## config.mk

```make
export PLATFORM = sky130hd
export DESIGN_NAME = exec_ctrl_flat
export DESIGN_NICKNAME = d
export VERILOG_FILES = /design/src/rtl/exec_ctrl_if.sv /design/src/rtl/exec_ctrl.sv /design/src/flat_wrapper.sv
export SDC_FILE = /design/constraint.sdc
export NUM_CORES = 1
export LEC_CHECK = 0
export ABC_AREA = 1
export CAP_MARGIN = 20
export CELL_PAD_IN_SITES_DETAIL_PLACEMENT = 1
export CELL_PAD_IN_SITES_GLOBAL_PLACEMENT = 2
export CORE_MARGIN = 3
export CORE_UTILIZATION = 31
export DETAILED_ROUTE_END_ITERATION = 8
export HOLD_SLACK_MARGIN = 0.03
export PLACE_DENSITY = 0.95
export SYNTH_ARGS = -nofsm -noshare
export SYNTH_HDL_FRONTEND = slang
export SYNTH_SLANG_ARGS = --single-unit
```

## constraint.sdc

```tcl
create_clock -name clk -period 3.39 [get_ports clk]
set_clock_uncertainty 0.05 [all_clocks]
set_input_delay 0.678 -clock clk [delete_from_list [all_inputs] [get_ports clk]]
set_output_delay 0.678 -clock clk [all_outputs]
set_load 0.02 [all_outputs]
```

## src/rtl/exec_ctrl_if.sv

```systemverilog
// exec_ctrl_if
//   Bundles the sequencer's control and status signals between the core-side
//   environment (master) and the execution sequencer (slave).
//   master drives: run_sw, step_n, bp_en, bp_addr, pc
//   slave  drives: cpu_en, state, halted, icount
interface exec_ctrl_if #(
    parameter int PC_W = 32
);
    logic            run_sw;   // raw run switch, level, asynchronous
    logic            step_n;   // raw step button, active-low, bouncy
    logic            bp_en;    // breakpoint enable
    logic [PC_W-1:0] bp_addr;  // breakpoint PC
    logic [PC_W-1:0] pc;       // current PC from the core
    logic            cpu_en;   // execute-this-cycle strobe
    logic [1:0]      state;    // 00 IDLE, 01 RUN, 10 STEP, 11 BRK
    logic            halted;   // IDLE or BRK
    logic [15:0]     icount;   // executed-instruction counter

    modport master (
        output run_sw, step_n, bp_en, bp_addr, pc,
        input  cpu_en, state, halted, icount
    );

    modport slave (
        input  run_sw, step_n, bp_en, bp_addr, pc,
        output cpu_en, state, halted, icount
    );
endinterface

```

## src/rtl/exec_ctrl.sv

```systemverilog
// exec_ctrl
//   Execution sequencer for the single-cycle core. Generates a one-cycle
//   clock-enable (cpu_en) for PC, register file and data memory, in free-run
//   mode at one instruction every DIV cycles, single-step mode from a
//   debounced push-button, and halts on a PC breakpoint.
// Ports
//   clk   : system clock
//   rst   : asynchronous reset, active-low
//   bus   : exec_ctrl_if.slave (run_sw, step_n, bp_en, bp_addr, pc in;
//           cpu_en, state, halted, icount out)
module exec_ctrl #(
    parameter int DIV       = 50_000_000,
    parameter int DB_CYCLES = 1_000_000,
    parameter int PC_W      = 32
) (
    input  logic        clk,
    input  logic        rst,
    exec_ctrl_if.slave  bus
);
    localparam int PRE_W = (DIV > 1) ? $clog2(DIV) : 1;
    localparam int DB_W  = (DB_CYCLES > 1) ? $clog2(DB_CYCLES) : 1;
    localparam logic [PRE_W-1:0] PRE_MAX = PRE_W'(DIV - 1);
    localparam logic [DB_W-1:0]  DB_MAX  = DB_W'(DB_CYCLES - 1);

    typedef enum logic [1:0] {
        ST_IDLE = 2'b00,
        ST_RUN  = 2'b01,
        ST_STEP = 2'b10,
        ST_BRK  = 2'b11
    } state_t;

    // Synchronisers
    logic run_meta_q, run_meta_d, run_s_q, run_s_d;
    logic step_meta_q, step_meta_d, step_s_q, step_s_d;

    // Debouncer
    logic            db_stable_q, db_stable_d;
    logic [DB_W-1:0] db_cnt_q, db_cnt_d;
    logic            step_pulse;

    // Sequencer
    state_t           state_q, state_d;
    logic [PRE_W-1:0] pre_q, pre_d;
    logic [15:0]      icount_q, icount_d;

    logic [PC_W-1:0] pc_l, bp_addr_l;
    logic            bp_hit, tick, cpu_en;

    assign pc_l      = bus.pc;
    assign bp_addr_l = bus.bp_addr;
    assign bp_hit    = bus.bp_en & (pc_l == bp_addr_l);
    assign tick      = (pre_q == PRE_MAX);

    // Strobe is formed from registered state only; a breakpoint tick is
    // swallowed so the breakpoint instruction itself is not executed.
    assign cpu_en = (state_q == ST_STEP) |
                    ((state_q == ST_RUN) & run_s_q & tick & ~bp_hit);

    always_comb begin
        run_meta_d  = bus.run_sw;
        run_s_d     = run_meta_q;
        step_meta_d = bus.step_n;
        step_s_d    = step_meta_q;

        // Counter only runs while the input disagrees with the accepted
        // level; any return to the accepted level restarts the wait.
        db_stable_d = db_stable_q;
        db_cnt_d    = '0;
        if (step_s_q != db_stable_q) begin
            if (db_cnt_q == DB_MAX) begin
                db_stable_d = step_s_q;
            end else begin
                db_cnt_d = db_cnt_q + 1'b1;
            end
        end
        // Press (1->0) only; release is silent.
        step_pulse = db_stable_q & ~db_stable_d;

        state_d = state_q;
        pre_d   = pre_q;
        case (state_q)
            ST_IDLE: begin
                if (run_s_q) begin
                    state_d = ST_RUN;
                    pre_d   = '0;
                end else if (step_pulse) begin
                    state_d = ST_STEP;
                end
            end
            ST_RUN: begin
                if (!run_s_q) begin
                    // Stop wins over a coincident tick.
                    state_d = ST_IDLE;
                    pre_d   = '0;
                end else if (tick) begin
                    pre_d = '0;
                    if (bp_hit) state_d = ST_BRK;
                end else begin
                    pre_d = pre_q + 1'b1;
                end
            end
            ST_STEP: begin
                state_d = ST_IDLE;
            end
            ST_BRK: begin
                if (!run_s_q) begin
                    state_d = ST_IDLE;
                end else if (step_pulse) begin
                    state_d = ST_STEP;
                end
            end
            default: begin
                state_d = ST_IDLE;
                pre_d   = '0;
            end
        endcase

        icount_d = cpu_en ? (icount_q + 16'd1) : icount_q;
    end

    always_ff @(posedge clk or negedge rst) begin
        if (!rst) begin
            run_meta_q  <= 1'b0;
            run_s_q     <= 1'b0;
            step_meta_q <= 1'b1;
            step_s_q    <= 1'b1;
            db_stable_q <= 1'b1;
            db_cnt_q    <= '0;
            state_q     <= ST_IDLE;
            pre_q       <= '0;
            icount_q    <= '0;
        end else begin
            run_meta_q  <= run_meta_d;
            run_s_q     <= run_s_d;
            step_meta_q <= step_meta_d;
            step_s_q    <= step_s_d;
            db_stable_q <= db_stable_d;
            db_cnt_q    <= db_cnt_d;
            state_q     <= state_d;
            pre_q       <= pre_d;
            icount_q    <= icount_d;
        end
    end

    assign bus.cpu_en = cpu_en;
    assign bus.state  = state_q;
    assign bus.halted = (state_q == ST_IDLE) | (state_q == ST_BRK);
    assign bus.icount = icount_q;
endmodule

```

## src/flat_wrapper.sv

```systemverilog
// flat-port wrapper written by rule: the top's interface ports become plain ports
module exec_ctrl_flat 
#(
    parameter int DIV       = 50_000_000,
    parameter int DB_CYCLES = 1_000_000,
    parameter int PC_W      = 32
)
  (clk, rst, bus_run_sw, bus_step_n, bus_bp_en, bus_bp_addr, bus_pc, bus_cpu_en, bus_state, bus_halted, bus_icount);
  exec_ctrl_if #(.PC_W(PC_W)) bus_i ();
  input  logic clk;
  input  logic rst;
  input wire logic [$bits(bus_i.run_sw)-1:0] bus_run_sw;
  input wire logic [$bits(bus_i.step_n)-1:0] bus_step_n;
  input wire logic [$bits(bus_i.bp_en)-1:0] bus_bp_en;
  input wire logic [$bits(bus_i.bp_addr)-1:0] bus_bp_addr;
  input wire logic [$bits(bus_i.pc)-1:0] bus_pc;
  output wire logic [$bits(bus_i.cpu_en)-1:0] bus_cpu_en;
  output wire logic [$bits(bus_i.state)-1:0] bus_state;
  output wire logic [$bits(bus_i.halted)-1:0] bus_halted;
  output wire logic [$bits(bus_i.icount)-1:0] bus_icount;
  assign bus_i.run_sw = bus_run_sw;
  assign bus_i.step_n = bus_step_n;
  assign bus_i.bp_en = bus_bp_en;
  assign bus_i.bp_addr = bus_bp_addr;
  assign bus_i.pc = bus_pc;
  assign bus_cpu_en = bus_i.cpu_en;
  assign bus_state = bus_i.state;
  assign bus_halted = bus_i.halted;
  assign bus_icount = bus_i.icount;
  exec_ctrl #(.DIV(DIV), .DB_CYCLES(DB_CYCLES), .PC_W(PC_W)) u_core (.clk(clk), .rst(rst), .bus(bus_i));
endmodule
```

==> flow_metrics.env <==
export IMPL_crit_buf_inv=3
export IMPL_power_density_nw_per_um2=466
export IMPL_finalCriticalPeriod_ns=3.15
export IMPL_pre_cts_slack_ns=-0.0198
export IMPL_fin_util_pct=42.2
export IMPL_die_y_um=131
export IMPL_end_kind="output pin"
export IMPL_rsz0062_at_grt="no"
export IMPL_synth_top_cell_area_share_pct=34.2
export IMPL_antenna_found_initial=0
export IMPL_cts_hold_buf=0
export IMPL_postCtsSetupRepairBufs=0
export IMPL_ys_ff_latch=69
export IMPL_hold_violations=0
export IMPL_vias=4755
export IMPL_setup_ws_ns=0.244
export IMPL_dr_pass1_iters=4
export IMPL_cts_max_path_buffers=2
export IMPL_max_slew_worst_pin_slew_ns=0.765
export IMPL_die_w_um=131
export IMPL_cts_tree="yes"
export IMPL_netlist_instances=697
export IMPL_synth_fp_nets=773
export IMPL_p_int_mw=1.95
export IMPL_crit_path_start_kind="primary input"
export IMPL_hpwl_um=11100
export IMPL_routed_wl_um=14100
export IMPL_synthTopCellsByArea="dfrtp_1 (34%), nand2_1 (15%), inv_1 (8.2%), nor2_1 (6.7%), nand3_1 (5.4%)"
export IMPL_core_area_um2=14900
export IMPL_ioPinCount=89
export IMPL_status="finished clean"
export IMPL_multi_input_area_um2=2610
export IMPL_antenna_cells=0
export IMPL_switchingPower_mw=0.971
export IMPL_dieArea_um2=17100
export IMPL_start_util_pct=32.5
export IMPL_pwr_share_seq_pct=32.6
export IMPL_crit_chain="clkdlybuf4s50_1, inv_1, nand2_1, and2_1, nand2_1, nor2_1, nand2_1, nor2_1, nand3_1, nand2_4, nand2_8, dlygate4sd2_1"
export IMPL_hp_class="reg -> reg"
export IMPL_postSynthAreaPerCell_um2=6.92
export IMPL_finalPower_mw=2.92
export IMPL_worst_path_max_delay_cell="clkdlybuf4s50_1"
export IMPL_maxCapViolCount=0
export IMPL_comb_power_share_pct=29.4
export IMPL_grt_max_degree=39
export IMPL_critPathKind="in -> out"
export IMPL_clock_root_buffer="clkbuf_16"
export IMPL_synth_warnings=0
export IMPL_synth_ff_type="dfrtp_1"
export IMPL_synth_area_leader_cell="dfrtp_1"
export IMPL_gp_congestion=0.841
export IMPL_period_share_pct=92.8
export IMPL_ir_worst_vdd_mv=0.213
export IMPL_grt_use_total_pct=16.9
export IMPL_port_buffers=88
export IMPL_leakage_nw=2.96
export IMPL_drive_gt1_share_pct=8.38
export IMPL_overflow=0
export IMPL_setup_viol_count_final=0
export IMPL_area_delta_synth_final_pct=30.0
export IMPL_cts_made_buffers=9
export IMPL_cpMostUsedCell="nand2_1"
export IMPL_crit_required_ns=2.66
export IMPL_fill_cells=1881
export IMPL_cts_sinks=69
export IMPL_worstPathArrival_ns=2.42
export IMPL_synth_edf_count=0
export IMPL_cp_max_fo=2
export IMPL_drtIter0Drc=123
export IMPL_htreeDepth=3
export IMPL_clock_latency_ns=0.34
export IMPL_grt_pass1_vias=5060
export IMPL_async_flop_share_pct=100
export IMPL_cts_repair_resized=1
export IMPL_register_area_um2=1730
export IMPL_fp_row_count=44
export IMPL_clkPwrFrac_pct=38.0
export IMPL_max_slew_margin_pct=49.0
export IMPL_synth_distinct_cells=40
export IMPL_vias_per_cell=4.83
export IMPL_nets=871
export IMPL_seq_area_frac_synth_pct=35.9
export IMPL_grt_pass1_wl_um=23300
export IMPL_drtAntennaViolNets=0
export IMPL_final_max_slew_viol_count=0
export IMPL_drc=0
export IMPL_p_sw_share_pct=33.2
export IMPL_wire_per_inst_um=14.3
export IMPL_critPathTopFamily="simple AND/OR/NAND/NOR gates"
export IMPL_max_freq_ghz=0.318
export IMPL_syn_cell_area_um2=4820
export IMPL_path_clk_slew_ns=0.06
export IMPL_cpPeakStageDelay_ns=0.49
## cell families after synthesis
| group | share of synthesized area [%] |
|---|---|
| compound gates | 5.01 |
| buf+inv | 10.0 |
| simple gates | 39.7 |
| flops | 35.9 |
| fa+ha+maj | 1.82 |
| xor+xnor | 7.62 |
## through the flow
stage | hold WS [ns] | cells | setup TNS [ns] | cell area, um2
detailed placement | 0.297 | 968 | -0.0198 | 5920
finish | 0.305 | 984 | 0 | 6270
floorplan | 0.281 | 697 | 0 | 4820
global route | 0.313 | 984 | 0 | 6270
CTS | 0.306 | 984 | 0 | 6270
global placement | 0.299 | 968 | 0 | 5920
## cell usage in the layout, fill, tap and decap left out, types with 5 or more instances in the layout
cell / count
a21oi_1: 17
clkbuf_16: 9
clkdlybuf4s50_1: 86
dfrtp_1: 66
ha_1: 7
inv_1: 105
inv_2: 8
nand2_1: 194
nand2_2: 12
nand3_1: 52
nand4_1: 20
nor2_1: 86
nor2_2: 6
nor3_1: 15
nor3_2: 7
o21ai_0: 13
o21ai_1: 5
xnor2_1: 19
xor2_1: 23
## final cells by class
class,instances,area share [%]
multi-input cells,508,41.6
flip-flops and latches,69,27.6
repair buffers,93,14.7
inverters,114,6.82
clock buffers,11,3.87
well taps,184,3.67
clock inverters,5,1.70
## synthesized netlist by cell type, types with 5 or more instances
cell type	number
o21ai_0	13
inv_2	8
inv_1	105
nor2_2	6
xnor2_1	19
a21oi_1	17
nand3_1	52
nand2_2	12
xor2_1	23
dfrtp_1	66
nor2_1	86
nand2_1	194
ha_1	7
o21ai_1	5
nor3_2	7
nand4_1	20
nor3_1	15
## power groups by stage
stage / Clock, mW / Sequential [mW] / Combinational, mW
CTS: 1.14 / 0.953 / 0.872
floorplan: 0 / 0.986 / 0.489
global route: 1.18 / 0.964 / 0.959
finish: 1.11 / 0.952 / 0.859
global placement: 0 / 0.959 / 0.844
detailed placement: 0 / 0.965 / 0.867
## worst reg2reg max path, stage by stage, from the launching register on
cell and delay [ns]:
dfrtp_1 0.45, inv_1 0.10, ha_1 0.24, inv_1 0.12, a21oi_2 0.14, buf_4 0.21
nor2_2 0.18, nand2_2 0.11, nor3_2 0.25, nand3_1 0.17, o21ai_1 0.15, nand2_1 0.06
inv_1 0.05
## metal layers
layer,GRT usage (%),wire [um],share of wire [%],vias to the layer above
met5,0,0,0,-
met4,6.05,217,1.5,0
met3,2.24,436,3.1,14
met2,29.9,6970,50,85
met1,21.0,6430,46,2274
li1,-,-,-,2382
## flip-flops by register name (all words and copies together) (netlist names)
| name | cells |
|---|---|
| u_core.bus.state | 2 |
| u_core.step_s_q | 1 |
| u_core.bus.icount | 16 |
| u_core.db_stable_q | 1 |
| u_core.step_meta_q | 1 |
| u_core.db_cnt_q | 20 |
| u_core.run_s_q | 1 |
| u_core.pre_q | 26 |
| u_core.run_meta_q | 1 |
## path summary, 6_finish.rpt
check                                    start                end  slack, ns  depth (start not counted)
max                            bus_bp_addr[13]         bus_cpu_en       0.24                         12
min                         u_core.step_meta_q    u_core.step_s_q       0.31                          0
max reg2reg                u_core.bus.state[0]   u_core.pre_q[19]       1.04                         12
min reg2reg                 u_core.step_meta_q    u_core.step_s_q       0.31                          0
max in group asynchronous                  rst   u_core.pre_q[14]       2.24                          2
min in group asynchronous                  rst  u_core.run_meta_q       0.36                          1
No activity file was read; power rests on OpenSTA's default activity.
